===== src/rtl/mem_bus_arbiter.sv =====
// rtl/mem_bus_arbiter.sv - single-master external memory bus arbiter for IF and MEM ports
module mem_bus_arbiter #(
    parameter int TIMEOUT        = 16,
    parameter int MEM_STREAK_MAX = 4
) (
    input  logic        clk,
    input  logic        rst,

    input  logic        if_req,
    input  logic [31:0] if_addr,
    output logic [31:0] if_rdata,
    output logic        if_done,

    input  logic        mem_req,
    input  logic        mem_we,
    input  logic [3:0]  mem_sel,
    input  logic [31:0] mem_addr,
    input  logic [31:0] mem_wdata,
    output logic [31:0] mem_rdata,
    output logic        mem_done,

    output logic        bus_req,
    output logic        bus_we,
    output logic [3:0]  bus_sel,
    output logic [31:0] bus_addr,
    output logic [31:0] bus_wdata,
    input  logic [31:0] bus_rdata,
    input  logic        bus_ready,

    output logic        stallreq_if,
    output logic        stallreq_mem,
    output logic        bus_err
);

    typedef enum logic [1:0] {
        ST_IDLE     = 2'd0,
        ST_BUSY_IF  = 2'd1,
        ST_BUSY_MEM = 2'd2
    } state_t;

    // Counter widths leave headroom so the limits are always representable.
    localparam int              TCW   = $clog2(TIMEOUT + 2);
    localparam int              SCW   = $clog2(MEM_STREAK_MAX + 2);
    localparam bit              TO_EN = (TIMEOUT != 0);
    localparam logic [TCW-1:0]  TLIM  = TCW'((TIMEOUT > 0) ? TIMEOUT - 1 : 0);
    localparam logic [SCW-1:0]  SMAX  = SCW'(MEM_STREAK_MAX);

    state_t          r_state;
    state_t          w_state_next;
    logic [TCW-1:0]  r_tcnt;
    logic [SCW-1:0]  r_streak;

    logic            r_bus_req;
    logic            r_bus_we;
    logic [3:0]      r_bus_sel;
    logic [31:0]     r_bus_addr;
    logic [31:0]     r_bus_wdata;
    logic [31:0]     r_if_rdata;
    logic [31:0]     r_mem_rdata;
    logic            r_if_done;
    logic            r_mem_done;
    logic            r_bus_err;

    logic            w_if_elig;
    logic            w_mem_elig;
    logic            w_grant_if;
    logic            w_grant_mem;
    logic            w_finish;
    logic            w_abort;

    // A requester is ignored during its own done cycle; its req is still high then.
    assign w_if_elig  = if_req  & ~r_if_done;
    assign w_mem_elig = mem_req & ~r_mem_done;

    // Next-state and grant/completion decode.
    always_comb begin
        w_state_next = r_state;
        w_grant_if   = 1'b0;
        w_grant_mem  = 1'b0;
        w_finish     = 1'b0;
        w_abort      = 1'b0;
        case (r_state)
            ST_IDLE: begin
                if (w_mem_elig && !(w_if_elig && (r_streak == SMAX))) begin
                    w_grant_mem  = 1'b1;
                    w_state_next = ST_BUSY_MEM;
                end else if (w_if_elig) begin
                    w_grant_if   = 1'b1;
                    w_state_next = ST_BUSY_IF;
                end
            end
            ST_BUSY_IF, ST_BUSY_MEM: begin
                // Ready on the limit cycle takes priority over the abort.
                if (bus_ready) begin
                    w_finish     = 1'b1;
                    w_state_next = ST_IDLE;
                end else if (TO_EN && (r_tcnt == TLIM)) begin
                    w_abort      = 1'b1;
                    w_state_next = ST_IDLE;
                end
            end
            default: w_state_next = ST_IDLE;
        endcase
    end

    // State register.
    always_ff @(posedge clk or negedge rst) begin
        if (!rst) begin
            r_state <= ST_IDLE;
        end else begin
            r_state <= w_state_next;
        end
    end

    // Bus launch, response capture, timeout and starvation bookkeeping.
    always_ff @(posedge clk or negedge rst) begin
        if (!rst) begin
            r_bus_req   <= 1'b0;
            r_bus_we    <= 1'b0;
            r_bus_sel   <= 4'h0;
            r_bus_addr  <= 32'h0;
            r_bus_wdata <= 32'h0;
            r_if_rdata  <= 32'h0;
            r_mem_rdata <= 32'h0;
            r_if_done   <= 1'b0;
            r_mem_done  <= 1'b0;
            r_bus_err   <= 1'b0;
            r_tcnt      <= '0;
            r_streak    <= '0;
        end else begin
            r_if_done  <= 1'b0;
            r_mem_done <= 1'b0;
            r_bus_err  <= 1'b0;
            if (w_grant_mem) begin
                r_bus_req   <= 1'b1;
                r_bus_we    <= mem_we;
                r_bus_sel   <= mem_sel;
                r_bus_addr  <= mem_addr;
                r_bus_wdata <= mem_wdata;
                r_tcnt      <= '0;
                if (w_if_elig) begin
                    r_streak <= (r_streak == SMAX) ? r_streak : r_streak + SCW'(1);
                end else begin
                    r_streak <= '0;
                end
            end else if (w_grant_if) begin
                r_bus_req   <= 1'b1;
                r_bus_we    <= 1'b0;
                r_bus_sel   <= 4'hF;
                r_bus_addr  <= if_addr;
                r_bus_wdata <= 32'h0;
                r_tcnt      <= '0;
                r_streak    <= '0;
            end else if (w_finish) begin
                r_bus_req <= 1'b0;
                if (r_state == ST_BUSY_IF) begin
                    r_if_done  <= 1'b1;
                    r_if_rdata <= bus_rdata;
                end else begin
                    r_mem_done  <= 1'b1;
                    r_mem_rdata <= bus_rdata;
                end
            end else if (w_abort) begin
                r_bus_req <= 1'b0;
                r_bus_err <= 1'b1;
                if (r_state == ST_BUSY_IF) begin
                    r_if_done  <= 1'b1;
                    r_if_rdata <= 32'h0;
                end else begin
                    r_mem_done  <= 1'b1;
                    r_mem_rdata <= 32'h0;
                end
            end else if (r_state != ST_IDLE) begin
                r_tcnt <= r_tcnt + TCW'(1);
            end
        end
    end

    assign bus_req      = r_bus_req;
    assign bus_we       = r_bus_we;
    assign bus_sel      = r_bus_sel;
    assign bus_addr     = r_bus_addr;
    assign bus_wdata    = r_bus_wdata;
    assign if_rdata     = r_if_rdata;
    assign mem_rdata    = r_mem_rdata;
    assign if_done      = r_if_done;
    assign mem_done     = r_mem_done;
    assign bus_err      = r_bus_err;
    assign stallreq_if  = if_req  & ~r_if_done;
    assign stallreq_mem = mem_req & ~r_mem_done;

endmodule


===== config.mk =====
export PLATFORM = sky130hd
export DESIGN_NAME = mem_bus_arbiter
export DESIGN_NICKNAME = d
export VERILOG_FILES = /design/src/rtl/mem_bus_arbiter.sv
export SDC_FILE = /design/constraint.sdc
export NUM_CORES = 1
export LEC_CHECK = 0
export ABC_CLOCK_PERIOD_IN_PS = 3500
export CAP_MARGIN = 20
export CORE_MARGIN = 2
export CORE_UTILIZATION = 43
export CTS_BUF_LIST = sky130_fd_sc_hd__clkbuf_2 sky130_fd_sc_hd__clkbuf_4 sky130_fd_sc_hd__clkbuf_8
export DETAILED_ROUTE_END_ITERATION = 7
export PLACE_DENSITY = 0.79
export SYNTH_ARGS = -nofsm -noshare
export SYNTH_HDL_FRONTEND = slang
export SYNTH_SLANG_ARGS = --single-unit

===== constraint.sdc =====
create_clock -name clk -period 3.5 [get_ports clk]
set_clock_uncertainty 0.2 [all_clocks]
set_input_delay 0.7 -clock clk [delete_from_list [all_inputs] [get_ports clk]]
set_output_delay 0.7 -clock clk [all_outputs]
set_load 0.005 [all_outputs]

# Word-level counts from Yosys, hierarchy flattened

Cells that the tools add are included.
Widths: inputs -> output; s select.

Flip-flop bits (word level): 147
Latch bits: 0
Memory bits (writable): 0
Memories: 0
Bits in read-only memories: 0
Input bits: 138

Div/mod/pow operators: 0
Multiplexer cells: 58
Bitwise gates (word level): 7
Add/subtract/negate cells: 2
Reduce and logical (&&, ||, !) cells: 15
Shifts and indexed selects: 0
$lt $le $gt $ge: 0
Multipliers: 0
Equal/unequal tests: 9

Operator list:

| operator            | count |
|---|---|
| $mux 32             | 12 |
| $mux 1              | 30 |
| $mux 5              | 5 |
| $ne 3x3->1 const B  | 5 |
| $mux 3              | 4 |
| $mux 2              | 4 |
| $mux 4              | 2 |
| $reduce_and 4->1    | 2 |
| $reduce_bool 2->1   | 3 |
| $add 5x1->5 const B | 1 |
| $eq 5x4->1 const B  | 1 |
| $not 1->1           | 5 |
| $pmux 2 s2          | 1 |
| $reduce_and 2->1    | 2 |
| $reduce_bool 4->1   | 1 |
| $add 3x1->3 const B | 1 |
| $eq 3x3->1 const B  | 1 |
| $reduce_and 3->1    | 1 |
| $reduce_bool 3->1   | 1 |
| $and 1x1->1         | 2 |
| $eq 2x1->1 const B  | 1 |
| $eq 2x2->1 const B  | 1 |
| $logic_and 1x1->1   | 2 |
| $logic_not 2->1     | 1 |
| 2 further kinds     | 2 |

# Logic depth before layout (Yosys ltp)

Gate-level depths: netlist of the first run.

Depth after elaboration: 9
Mapped depth: 9

# Worst setup path after synthesis of the first run

OpenSTA, ideal clock, no wires.

Path kind: register to register
Start: register r_tcnt[0]
End: register r_mem_rdata[10], in the netlist mem_rdata[10]
Arrival time: 2.208 ns
Required time: 3.175 ns
Stages on the path, launching flop included: 9
Path buffers: 2
Path slack: 0.967 ns
Path through: dfrtp_1 -> ha_1 -> and3_1 -> ha_1 -> o21ai_1 -> or3_1 -> buf_2 -> buf_6 -> mux2_4

Cells in the longest elaborated chain, start to end: 6

RTL lines:

| item                        | line | text |
|---|---|---|
| start: declaration          | 50   | `logic [TCW-1:0] r_tcnt;` |
| start signal: assignment    | 174  | `r_tcnt <= r_tcnt + TCW'(1);` |
| $eq 5x4->1                  | 97   | `end else if (TO_EN && (r_tcnt == TLIM)) begin` |
| $mux 1                      | 97   |  |
| $mux 1                      | 94   | `if (bus_ready) begin` |
| $mux 1                      | 82   | `case (r_state)` |
| $reduce_bool 2->1 (no line) | -    |  |
| $reduce_and 4->1 (no line)  | -    |  |
| end signal: assignment      | 161  | `r_mem_rdata <= bus_rdata;` |
| end: declaration            | 59   | `logic [31:0] r_mem_rdata;` |

Every way passes these cells.
A chain may end at the register's enable or synchronous reset.

# Final worst setup path of the first run

Start: input port mem_req
End: output port stallreq_mem

Cells in the longest elaborated chain, start to end: 1

RTL lines:

| item               | line | text |
|---|---|---|
| start: declaration | 14   | `input logic mem_req,` |
| $and 1x1->1        | 190  | `assign stallreq_mem = mem_req & ~r_mem_done;` |
| end: declaration   | 31   | `output logic stallreq_mem,` |

Every way passes these cells.

==> impl_metrics.env, run 1 <==
export IMPL_grt_usage=0.243
export IMPL_grt_pass1_vias=5220
export IMPL_clock_root_buffer="clkbuf_8"
export IMPL_syn_cell_area_um2=6090
export IMPL_maxCapViolCount=0
export IMPL_hp_start="if_rdata[1]$_DFFE_PN0P_"
export IMPL_layout_nets=894
export IMPL_final_common_cell="clkdlybuf4s50_1"
export IMPL_rr_startpoint="r_state[0]$_DFFE_PN0P_"
export IMPL_ys_seq_elements=147
export IMPL_hold_viol=0
export IMPL_leakagePower_nw=4.36
export IMPL_insertedDiodeCount=0
export IMPL_path_clk_slew_ps=70
export IMPL_drc=0
export IMPL_rsz0062_at_grt="false"
export IMPL_via_count=4997
export IMPL_hold_slack_ps=289
export IMPL_critPathMaxFanout=3
export IMPL_htree_levels=4
export IMPL_clkSinkCount=147
export IMPL_ctsResizeCount=0
export IMPL_tightest_slew_ps=719
export IMPL_rrSetupSlack_ps=850
export IMPL_area_growth_pct=56.4
export IMPL_cp_required_ps=2600
export IMPL_critical_path_arrival_ps=2090
export IMPL_core_um2=13900
export IMPL_ir_worst_vdd_uv=433
export IMPL_setup_violations=0
export IMPL_viasPerCell=5.30
export IMPL_fin_crit_ps=2990
export IMPL_cts_setup_buffers=0
export IMPL_portBuffers=276
export IMPL_syn_num_nets=619
export IMPL_drive_gt1_frac=0.145
export IMPL_first_pass_iters=4
export IMPL_gr_total_overflow=0
export IMPL_min_period_over_period=0.854
export IMPL_grt_max_degree=68
export IMPL_yosysWarningCount=0
export IMPL_nFillCells=1025
export IMPL_critPathKind="in2out"
export IMPL_rows=43
export IMPL_final_cell_mix="clkdlybuf4s50_1, dfrtp_1, nand2_1, o21ai_0"
export IMPL_hold_class="reg2reg"
export IMPL_hpwl_um=13000
export IMPL_drt_iter0_drc=328
export IMPL_synth_seq_area_share=0.604
export IMPL_cp_startpoint="mem_req"
export IMPL_clock_fmax_mhz=335
export IMPL_chipHeight_um=123
export IMPL_status="finished clean"
export IMPL_holdBufCountCts=1
export IMPL_slew_headroom=0.519
export IMPL_die_area_um2=15100
export IMPL_power_mw=7.14
export IMPL_ys_types=34
export IMPL_setup_tns_ps=0
export IMPL_syn_inst=475
export IMPL_ios=277
export IMPL_routedWlPerCell_um=19.2
export IMPL_cts_buffer_depth=2
export IMPL_cp_end_kind="output pin"
export IMPL_grt_pass1_wl_um=27800
export IMPL_drtAntennaViolNets=0
export IMPL_cts_tree="yes"
export IMPL_antenna_found_initial=0
export IMPL_initial_utilization=0.439
export IMPL_syn_mean_instance_area_um2=12.8
export IMPL_p_per_area_nw_per_um2=749
export IMPL_clk_latency_ps=450
export IMPL_start_kind="input port"
export IMPL_wl_um=18100
export IMPL_gp_congestion=0.825
export IMPL_cts_made_buffers=17
export IMPL_die_w_um=123
export IMPL_drv_slew=0
-- final cells by class --
cell class | count | area [µm²] | share of cell area
Clock inverter | 12 | 154 | 0.0162
Tap cell | 180 | 225 | 0.0237
Timing Repair Buffer | 294 | 2950 | 0.310
Multi-Input combinational cell | 284 | 2220 | 0.233
Inverter | 6 | 22.5 | 0.00237
Clock buffer | 20 | 269 | 0.0283
Sequential cell | 147 | 3680 | 0.386
-- path summary, 6_finish.rpt --
path / to / depth (start not counted)
setup / recovery: stallreq_mem / 3
hold / removal: if_rdata[1]$_DFFE_PN0P_ / 1
setup reg to reg: if_rdata[22]$_DFFE_PN0P_ / 8
hold reg to reg: if_rdata[1]$_DFFE_PN0P_ / 1
max in group asynchronous: bus_addr[11]$_DFFE_PN0P_ / 3
min in group asynchronous: mem_rdata[29]$_DFFE_PN0P_ / 2
-- cells in the mapped netlist --
cell type	count	area share
inv_1	6	0.0037
a22o_1	33	0.047
a32o_1	1	0.0016
mux2_4	29	0.072
and3_1	34	0.035
mux2i_1	1	0.0016
o22ai_1	32	0.033
buf_2	5	0.0041
dfrtp_1	147	0.60
or3_1	1	0.0010
mux2_1	8	0.015
buf_1	4	0.0025
o311ai_0	1	0.0014
and4b_1	1	0.0016
nor2b_1	2	0.0021
nand4b_1	1	0.0014
xnor2_1	1	0.0014
nor2_1	3	0.0018
ha_1	6	0.012
o21a_4	1	0.0025
o22a_1	4	0.0058
o32ai_1	1	0.0014
o21ai_1	2	0.0016
mux2_2	27	0.050
o2bb2ai_1	1	0.0014
nor3b_1	2	0.0025
nand2_1	46	0.028
buf_6	5	0.0092
nand4_1	1	0.0010
xor2_1	1	0.0014
nand3_1	3	0.0025
o21ai_0	40	0.033
clkbuf_1	24	0.015
nor3b_2	1	0.0021
-- flip-flops by register name, indices dropped and copies added (netlist names) --
signal     cells
bus_req        1
bus_wdata     32
if_done        1
r_tcnt         5
r_state        2
r_streak       3
if_rdata      32
mem_done       1
bus_we         1
bus_err        1
mem_rdata     32
bus_addr      32
bus_sel        4
-- critical path: stages --
cell and delay, ps:
clkdlybuf4s50_1 470, nor2b_1 340, clkdlybuf4s50_1 580
-- routing by layer --
metal / part of all wire / vias to the layer above / global-route usage
met5: 0 / - / 0
met2: 0.49 / 225 / 0.393
met3: 0.11 / 26 / 0.101
met1: 0.39 / 2476 / 0.292
met4: 0.019 / 0 / 0.0874
li1: - / 2270 / -
-- through the flow --
stage	cells	util	setup slack (ps)	cell area [µm²]
6_report	943	0.686	511	9520
2_1_floorplan	475	-	967	6090
5_1_grt	943	0.686	488	9520
3_3_place_gp	910	0.655	459	9090
3_5_place_dp	910	0.655	428	9090
4_1_cts	943	0.686	505	9520
-- report_power, final --
part           switching, mW  internal (mW)
logic                   1.27           1.82
registers              0.358           2.29
clock network          0.651          0.752
-- cell families (layout without fill, tap and decap cells) --
family	count (synthesis)	count (layout)	share of synthesized area
AO/OA/AOI/OAI	116	116	0.129
multiplexers	65	65	0.138
flip-flops	147	147	0.604
buffers and inverters	44	332	0.0343
adder cells (fa/ha/maj)	6	6	0.0123
AND/OR/NAND/NOR	95	95	0.0793
XOR/XNOR	2	2	0.00288
Note: power is estimated with default switching activity, not from simulation.
==> run 2: changes to the inputs <==
- TNS_END_PERCENT: unset -> 10
==> results of run 2 <==
No change in the layout: final DEF, timing and power equal those of run 1.
